--- config.mk ---
export PLATFORM = sky130hd
export DESIGN_NAME = l2_arb_sched
export DESIGN_NICKNAME = d
export VERILOG_FILES = /design/src/rtl/lc3b_types.sv /design/src/rtl/l2_arb_sched.sv
export SDC_FILE = /design/constraint.sdc
export NUM_CORES = 1
export LEC_CHECK = 0
export BUFFER_PORTS_ARGS = -buffer_cell sky130_fd_sc_hd__buf_2
export CORE_AREA = 2 2 275 277
export CTS_CLUSTER_SIZE = 12
export DETAILED_ROUTE_END_ITERATION = 8
export DIE_AREA = 0 0 277 279
export PLACE_DENSITY = 0.52
export SETUP_SLACK_MARGIN = 0.1
export SLEW_MARGIN = 20
export SYNTH_ARGS = -nofsm -noshare
export SYNTH_HDL_FRONTEND = slang
export SYNTH_SLANG_ARGS = --single-unit
--- constraint.sdc ---
create_clock -name clk -period 2 [get_ports clk]
set_input_delay 0.2 -clock clk [delete_from_list [all_inputs] [get_ports clk]]
set_output_delay 0.2 -clock clk [all_outputs]
set_load 0.02 [all_outputs]
--- src/rtl/lc3b_types.sv ---
// Shared LC-3b memory-system types: word/line payloads, arbiter state and grant encodings.
package lc3b_types;

  localparam int unsigned WORD_W         = 16;
  localparam int unsigned LINE_W         = 128;
  localparam int unsigned CONFLICT_CNT_W = 16;

  typedef logic [WORD_W-1:0] lc3b_word;
  typedef logic [LINE_W-1:0] lc3b_cache_line;

  // L2 arbiter/scheduler states
  typedef enum logic [1:0] {
    IDLE    = 2'd0,
    SERVE_I = 2'd1,
    SERVE_D = 2'd2,
    RESP    = 2'd3
  } arb_state_e;

  // Which requester owns (or last owned) the L2 port
  typedef enum logic {
    GRANT_I = 1'b0,
    GRANT_D = 1'b1
  } arb_grant_e;

  // Latched L2 request; drives the l2_mem_* outputs directly
  typedef struct packed {
    lc3b_word       addr;
    logic           read;
    logic           write;
    lc3b_cache_line wdata;
  } l2_req_t;

endpackage

--- src/rtl/l2_arb_sched.sv ---
// l2_arb_sched: arbitrates i-cache and d-cache line requests onto a single L2 port.
// Alternating priority on ties, one transaction in flight, latched L2 request,
// one-cycle completion pulse per requester, saturating contention counter.
// Ports:
//   clk, reset_n                         clock, synchronous active-low reset
//   i_mem_address/read                   i-cache line-read request
//   i_mem_rdata/resp                     i-cache return line and completion pulse
//   d_mem_address/read/write/wdata       d-cache request
//   d_mem_rdata/resp                     d-cache return line and completion pulse
//   l2_mem_address/read/write/wdata      L2 request (registered)
//   l2_mem_rdata/resp                    L2 return line and completion
//   arb_conflict_count                   saturating count of contended grants
module l2_arb_sched
  import lc3b_types::*;
(
  input  logic                      clk,
  input  logic                      reset_n,
  input  lc3b_word                  i_mem_address,
  input  logic                      i_mem_read,
  output lc3b_cache_line            i_mem_rdata,
  output logic                      i_mem_resp,
  input  lc3b_word                  d_mem_address,
  input  logic                      d_mem_read,
  input  logic                      d_mem_write,
  input  lc3b_cache_line            d_mem_wdata,
  output lc3b_cache_line            d_mem_rdata,
  output logic                      d_mem_resp,
  output lc3b_word                  l2_mem_address,
  output logic                      l2_mem_read,
  output logic                      l2_mem_write,
  output lc3b_cache_line            l2_mem_wdata,
  input  lc3b_cache_line            l2_mem_rdata,
  input  logic                      l2_mem_resp,
  output logic [CONFLICT_CNT_W-1:0] arb_conflict_count
);

  arb_state_e                state_q, state_d;
  arb_grant_e                last_grant_q, last_grant_d;
  l2_req_t                   req_q, req_d;
  lc3b_cache_line            i_rdata_q, i_rdata_d;
  lc3b_cache_line            d_rdata_q, d_rdata_d;
  logic                      i_resp_q, i_resp_d;
  logic                      d_resp_q, d_resp_d;
  logic [CONFLICT_CNT_W-1:0] conflict_cnt_q, conflict_cnt_d;

  logic i_req_c;
  logic d_req_c;
  logic grant_i_c;

  // Request decode and tie-break: on contention the side not granted last time wins
  always_comb begin
    i_req_c   = i_mem_read;
    d_req_c   = d_mem_read | d_mem_write;
    grant_i_c = i_req_c && (!d_req_c || (last_grant_q == GRANT_D));
  end

  // Next-state and next-register logic
  always_comb begin
    state_d        = state_q;
    last_grant_d   = last_grant_q;
    req_d          = req_q;
    i_rdata_d      = i_rdata_q;
    d_rdata_d      = d_rdata_q;
    i_resp_d       = 1'b0;
    d_resp_d       = 1'b0;
    conflict_cnt_d = conflict_cnt_q;

    unique case (state_q)
      IDLE: begin
        if (i_req_c || d_req_c) begin
          if (i_req_c && d_req_c && (conflict_cnt_q != {CONFLICT_CNT_W{1'b1}})) begin
            conflict_cnt_d = conflict_cnt_q + CONFLICT_CNT_W'(1);
          end
          if (grant_i_c) begin
            state_d      = SERVE_I;
            last_grant_d = GRANT_I;
            req_d.addr   = i_mem_address;
            req_d.read   = 1'b1;
            req_d.write  = 1'b0;
            req_d.wdata  = '0;
          end else begin
            // a simultaneous read+write from the d-cache is treated as a write
            state_d      = SERVE_D;
            last_grant_d = GRANT_D;
            req_d.addr   = d_mem_address;
            req_d.read   = ~d_mem_write;
            req_d.write  = d_mem_write;
            req_d.wdata  = d_mem_write ? d_mem_wdata : '0;
          end
        end
      end

      SERVE_I, SERVE_D: begin
        if (l2_mem_resp) begin
          state_d     = RESP;
          req_d.read  = 1'b0;
          req_d.write = 1'b0;
          req_d.wdata = '0;
          if (state_q == SERVE_I) begin
            i_resp_d  = 1'b1;
            i_rdata_d = l2_mem_rdata;
          end else begin
            d_resp_d  = 1'b1;
            if (req_q.read) begin
              d_rdata_d = l2_mem_rdata;
            end
          end
        end
      end

      RESP: begin
        state_d = IDLE;
      end

      default: begin
        state_d = IDLE;
      end
    endcase
  end

  // State and datapath registers
  always_ff @(posedge clk) begin
    if (!reset_n) begin
      state_q        <= IDLE;
      last_grant_q   <= GRANT_D;
      req_q          <= '0;
      i_rdata_q      <= '0;
      d_rdata_q      <= '0;
      i_resp_q       <= 1'b0;
      d_resp_q       <= 1'b0;
      conflict_cnt_q <= '0;
    end else begin
      state_q        <= state_d;
      last_grant_q   <= last_grant_d;
      req_q          <= req_d;
      i_rdata_q      <= i_rdata_d;
      d_rdata_q      <= d_rdata_d;
      i_resp_q       <= i_resp_d;
      d_resp_q       <= d_resp_d;
      conflict_cnt_q <= conflict_cnt_d;
    end
  end

  assign l2_mem_address     = req_q.addr;
  assign l2_mem_read        = req_q.read;
  assign l2_mem_write       = req_q.write;
  assign l2_mem_wdata       = req_q.wdata;
  assign i_mem_rdata        = i_rdata_q;
  assign i_mem_resp         = i_resp_q;
  assign d_mem_rdata        = d_rdata_q;
  assign d_mem_resp         = d_resp_q;
  assign arb_conflict_count = conflict_cnt_q;

endmodule

---- Word-level counts from Yosys, hierarchy flattened ----
Index checks and enable logic that the tools add are counted.
word-level totals
  bits in registers ....................... 423
  latch bits .............................. 0
  memory bits (writable) .................. 0
  ROM bits ................................ 0
  bits of input ports ..................... 294
  output and inout bits ................... 420
  word-level logic and storage cells ...... 49
  memories kept ........................... 0
cells by class
  add/subtract/negate cells ............... 1
  multiply operators ...................... 0
  div/mod/pow operators ................... 0
  order comparisons ....................... 0
  equality and inequality tests ........... 6
  shifts and indexed selects .............. 0
  mux-type cells .......................... 12
  bitwise gates (word level) .............. 3
  reductions and logical operators ........ 16
operator list
  operator                 count
  $mux W130                2
  $pmux W130 S2            1
  $mux W146                1
  $mux W128                1
  $add A16 B1 Y16 const B  1
  $ne A16 B16 Y1 const B   1
  $reduce_and A3 Y1        4
  $mux W2                  3
  $pmux W2 S3              1
  $eq A2 B2 Y1 const B     2
  $ne A2 B2 Y1 const B     2
  $reduce_and A2 Y1        2
  $reduce_and A4 Y1        1
  $logic_and A1 B1 Y1      3
  $mux W1                  3
  $eq A2 B1 Y1 const B     1
  $logic_not A2 Y1         1
  $logic_or A1 B1 Y1       2
  $not A1 Y1               2
  $reduce_bool A2 Y1       1
  $reduce_or A2 Y1         1
  $logic_not A1 Y1         1
  $or A1 B1 Y1             1

---- Depth between registers and ports, before layout ----
  depth in word-level cells ............... 7
  depth in mapped cells ................... 8
  depth with buffers taken out ............ 6

---- Worst setup path after synthesis ----
No wires, ideal clock.
  path type ............................... register -> register
  from .................................... reg state_q[0]
  to ...................................... reg req_q, in the netlist l2_mem_wdata[0]
  library setup time ...................... 117 ps
  data arrival time ....................... 1,636 ps
  required time ........................... 1,883 ps
  setup slack ............................. 247 ps
  stages on the path, launching flop included .. 9
  path buffers ............................ 2
  clock period less this slack ............ 1,753 ps
  cell sequence ........................... dfxtp_1 > inv_1 > ha_1 > nor2b_1 > a21oi_2 > a21oi_2 > buf_2 > buf_2 > a22o_1
on the way
  longest elaborated chain between the ends .. 4
  elaborated cells on any way between the ends .. 9
  classes of those cells .................. eq/ne (4); mux (1); reduce/logical (4)
ends and longest elaborated chain
  what                                                          line                 text
  start, declared                                               l2_arb_sched.sv:37   arb_state_e state_q, state_d;
  start signal, assigned                                        l2_arb_sched.sv:133  state_q <= state_d;
  $eq A2 B1 Y1 or $eq A2 B2 Y1 (tied branches)                  l2_arb_sched.sv:68   unique case (state_q)
  $reduce_or A2 Y1                                              l2_arb_sched.sv:68
  $ne A2 B2 Y1 (no line) or $reduce_bool A2 Y1 (tied branches)  --
  $reduce_and A3 Y1 (no line)                                   --
  end signal, assigned                                          l2_arb_sched.sv:135  req_q <= req_d;
  end, declared                                                 l2_arb_sched.sv:39   l2_req_t req_q, req_d;
Several ways; a longest one is shown, not always the timed one.
A chain may end at the register's enable or synchronous reset.

---- Worst setup path in the final report ----
  from .................................... reg last_grant_q
  to ...................................... reg req_q, in the netlist l2_mem_address[10]
on the way
  longest elaborated chain between the ends .. 3
ends and longest elaborated chain
  what                    line                 text
  start, declared         l2_arb_sched.sv:38   arb_grant_e last_grant_q, last_grant_d;
  start signal, assigned  l2_arb_sched.sv:134  last_grant_q <= last_grant_d;
  $logic_or A1 B1 Y1      l2_arb_sched.sv:54   grant_i_c = i_req_c && (!d_req_c || (last_grant_q == GRANT_D));
  $logic_and A1 B1 Y1     l2_arb_sched.sv:54
  $mux W146               l2_arb_sched.sv:74   if (grant_i_c) begin
Every way passes these cells.

==> flow_metrics.tcl <==
set metrics [dict create \
    outcome "complete, no violations" \
    io_buffers 713 \
    rsz0062_at_grt "true" \
    post-route-period-util 0.937 \
    finalSetupViolCount 0 \
    core_um2 74100 \
    leakagePower_nw 10.8 \
    n_fill_cell 7726 \
    grt_overflow 0 \
    path_cells "o21bai_2 > nand2_4 > buf_6 > mux2i_1 > dlygate4sd3_1 > a21oi_1" \
    final_max_slew_viol_count 0 \
    synth_cell_types 46 \
    start_kind "register" \
    num-nets-final 2908 \
    dp_slack_ns 0.0787 \
    synthFlopType "dfxtp_1" \
    layout_setup_ws_ns 0.126 \
    ff2ff_path_depth 6 \
    start_util 0.195 \
    dr.first_iter.drc_count 732 \
    drt-vias-per-instance 4.18 \
    gr-usage-met3 0.0452 \
    dieArea_um2 77300 \
    cpMaxStageDelayCell "dlygate4sd3_1" \
    cts.sinks 423 \
    vias 15100 \
    met2_usage 0.255 \
    skew_ns 0.0148 \
    grt_pass1_wl_um 90400 \
    fmax_mhz 534 \
    synth_warnings 0 \
    synthesis.nets 1904 \
    fin_tns_setup_ns 0 \
    min-delay-path-class "input port to register" \
    area_delta_synth_final_pct 67.0 \
    cts_buffer_depth 3 \
    finalPower_mw 26.4 \
    use_met1 0.169 \
    multi_input_area_um2 5440 \
    io_pins 714 \
    first_global_vias 15300 \
    finalWirelength_um 59400 \
    crit_required_ns 2.45 \
    path_class "register to register" \
    route.detailed.drc 0 \
    clockRootBuffer "clkbuf_16" \
    wire_per_inst_um 16.4 \
    synth_edf_count 0 \
    postLayoutCoreUtil 0.326 \
    slew_headroom 0.549 \
    top_usage_layer "met2" \
    clkTransAtPathRegs_ns 0.06 \
    cpPeakStageDelay_ns 0.59 \
    cts_tree "built" \
    period_minus_slack_ns 1.87 \
    seq_area_um2 8470 \
    max_slew.worst_pin.slew_ns 0.676 \
    chipHeight_um 279 \
    antenna_found_initial 1 \
    htreeDepth 2 \
    cts_setup_buffers 0 \
    fp-row-count 100 \
    avgSynthCellArea_um2 9.01 \
    cap_violations 0 \
    arrival_ns 2.33 \
    peakVddDrop_v 0.000631 \
    drive_above_1_share 0.332 \
    synth-seq-cells 423 \
    yosysSeqAreaShare 0.585 \
    gr-usage-all-layers 0.147 \
    synth_area_um2 14500 \
    async_flop_share 0 \
    gp_congestion 0.829 \
    hold_viol 0 \
    insertion_delay_ns 0.58 \
    end_kind "register" \
    cts_buffers 49 \
    p_per_area_nw_per_um2 1090 \
    dr.pass1.iters 5 \
    hpwl_um 41600 \
    hold-path-cell-count 5 \
    ant_nets 0 \
    die-width_um 277 \
    syn_inst 1606 \
    worstPathMaxFanout 17 \
    grt_max_degree 121 \
]
-- cell usage after synthesis, drive strengths merged (3+ instances only) --
library cell,instances,area (um2)
buf,46,294
o31ai,5,37.5
nor2b,3,18.8
and4,6,55.1
or4,5,37.5
a21oi,285,1430
nand3,8,45.0
nand2,527,1990
nand4,4,37.5
mux2i,20,200
nor2,7,26.3
a22o,128,1120
ha,4,50.1
dfxtp,423,8470
nor3,4,25.0
inv,7,26.3
clkbuf,76,285
or3,3,18.8
o21ai,23,115
-- repair_timing --
action / in CTS / in global routing
hold buffers: 292 / 0
resized for setup: 1 / 2
setup endpoints to repair: 60 / 109
endpoints found under the hold margin: 411 / 0
-- cells by family after synthesis --
family | Yosys count | share of synthesized area
mux | 20 | 0.0138
fa+ha+maj | 4 | 0.00346
buf+inv | 129 | 0.0418
flops | 423 | 0.585
simple gates | 574 | 0.159
compound gates | 456 | 0.196
-- layer usage --
layer  wire [um]  vias up
met4        2150        0
met5           0        -
met2       28800      533
met3        4540      125
met1       23900     6982
li1            -     7488
-- critical path: cells and delay by family, from the launching register on --
family	cells	cell delay (ns)
buffers and inverters	2	0.81
flip-flops	1	0.31
AO/OA/AOI/OAI	2	0.30
multiplexers	1	0.23
AND/OR/NAND/NOR	1	0.10
-- metrics by stage --
step | cells | hold WS (ns) | area, um2
after floorplan | 1606 | 0.333 | 14500
after global placement | 3236 | 0.415 | 19500
after detailed placement | 3236 | 0.418 | 19500
after CTS | 3615 | 0.117 | 24200
after global routing | 3616 | 0.173 | 24200
final | 3617 | 0.165 | 24200
-- flip-flops by register name, summed over array words and instances (netlist names) --
name	count
d_mem_rdata	128
i_mem_rdata	128
l2_mem_wdata	128
arb_conflict_count	16
l2_mem_address	16
state_q	2
d_mem_resp	1
i_mem_resp	1
l2_mem_read	1
l2_mem_write	1
last_grant_q	1
-- power by group --
part | total (mW) | internal [mW] | switching [mW] | leakage (nW)
Combinational | 6.94 | 2.75 | 4.19 | 6.52
Sequential | 9.83 | 9.36 | 0.467 | 3.43
Clock | 9.67 | 5.96 | 3.70 | 0.856
Total | 26.4 | 18.1 | 8.36 | 10.8
-- cell usage in the layout (no fill, tap or decap), drive strengths merged, types with 7 or more instances in the layout --
master	Yosys	routed
a21oi	285	285
buf	46	783
dfxtp	423	423
nand2	527	527
a22o	128	128
clkbuf	76	75
nand3	8	8
o21ai	23	23
mux2i	20	20
nor2	7	7
inv	7	9
dlygate4sd3	0	292
-- worst paths after layout --
kind / from / to / slack, ns
max: last_grant_q$_SDFFE_PN1P_ / l2_mem_address[10]$_SDFFE_PN0P_ / 0.13
min: d_mem_read / last_grant_q$_SDFFE_PN1P_ / 0.17
max reg2reg: last_grant_q$_SDFFE_PN1P_ / l2_mem_address[10]$_SDFFE_PN0P_ / 0.13
min reg2reg: i_mem_rdata[51]$_SDFFE_PN0P_ / i_mem_rdata[51]$_SDFFE_PN0P_ / 0.45
-- cell type report --
class / count / area share
Sequential cell: 423 / 0.350
Timing Repair Buffer: 1075 / 0.301
Multi-Input combinational cell: 1054 / 0.225
Clock buffer: 75 / 0.0627
Tap cell: 969 / 0.0502
Clock inverter: 12 / 0.00901
Inverter: 7 / 0.00140
Antenna cell: 2 / 0.000207
Note: power is estimated with default switching activity, not from simulation.
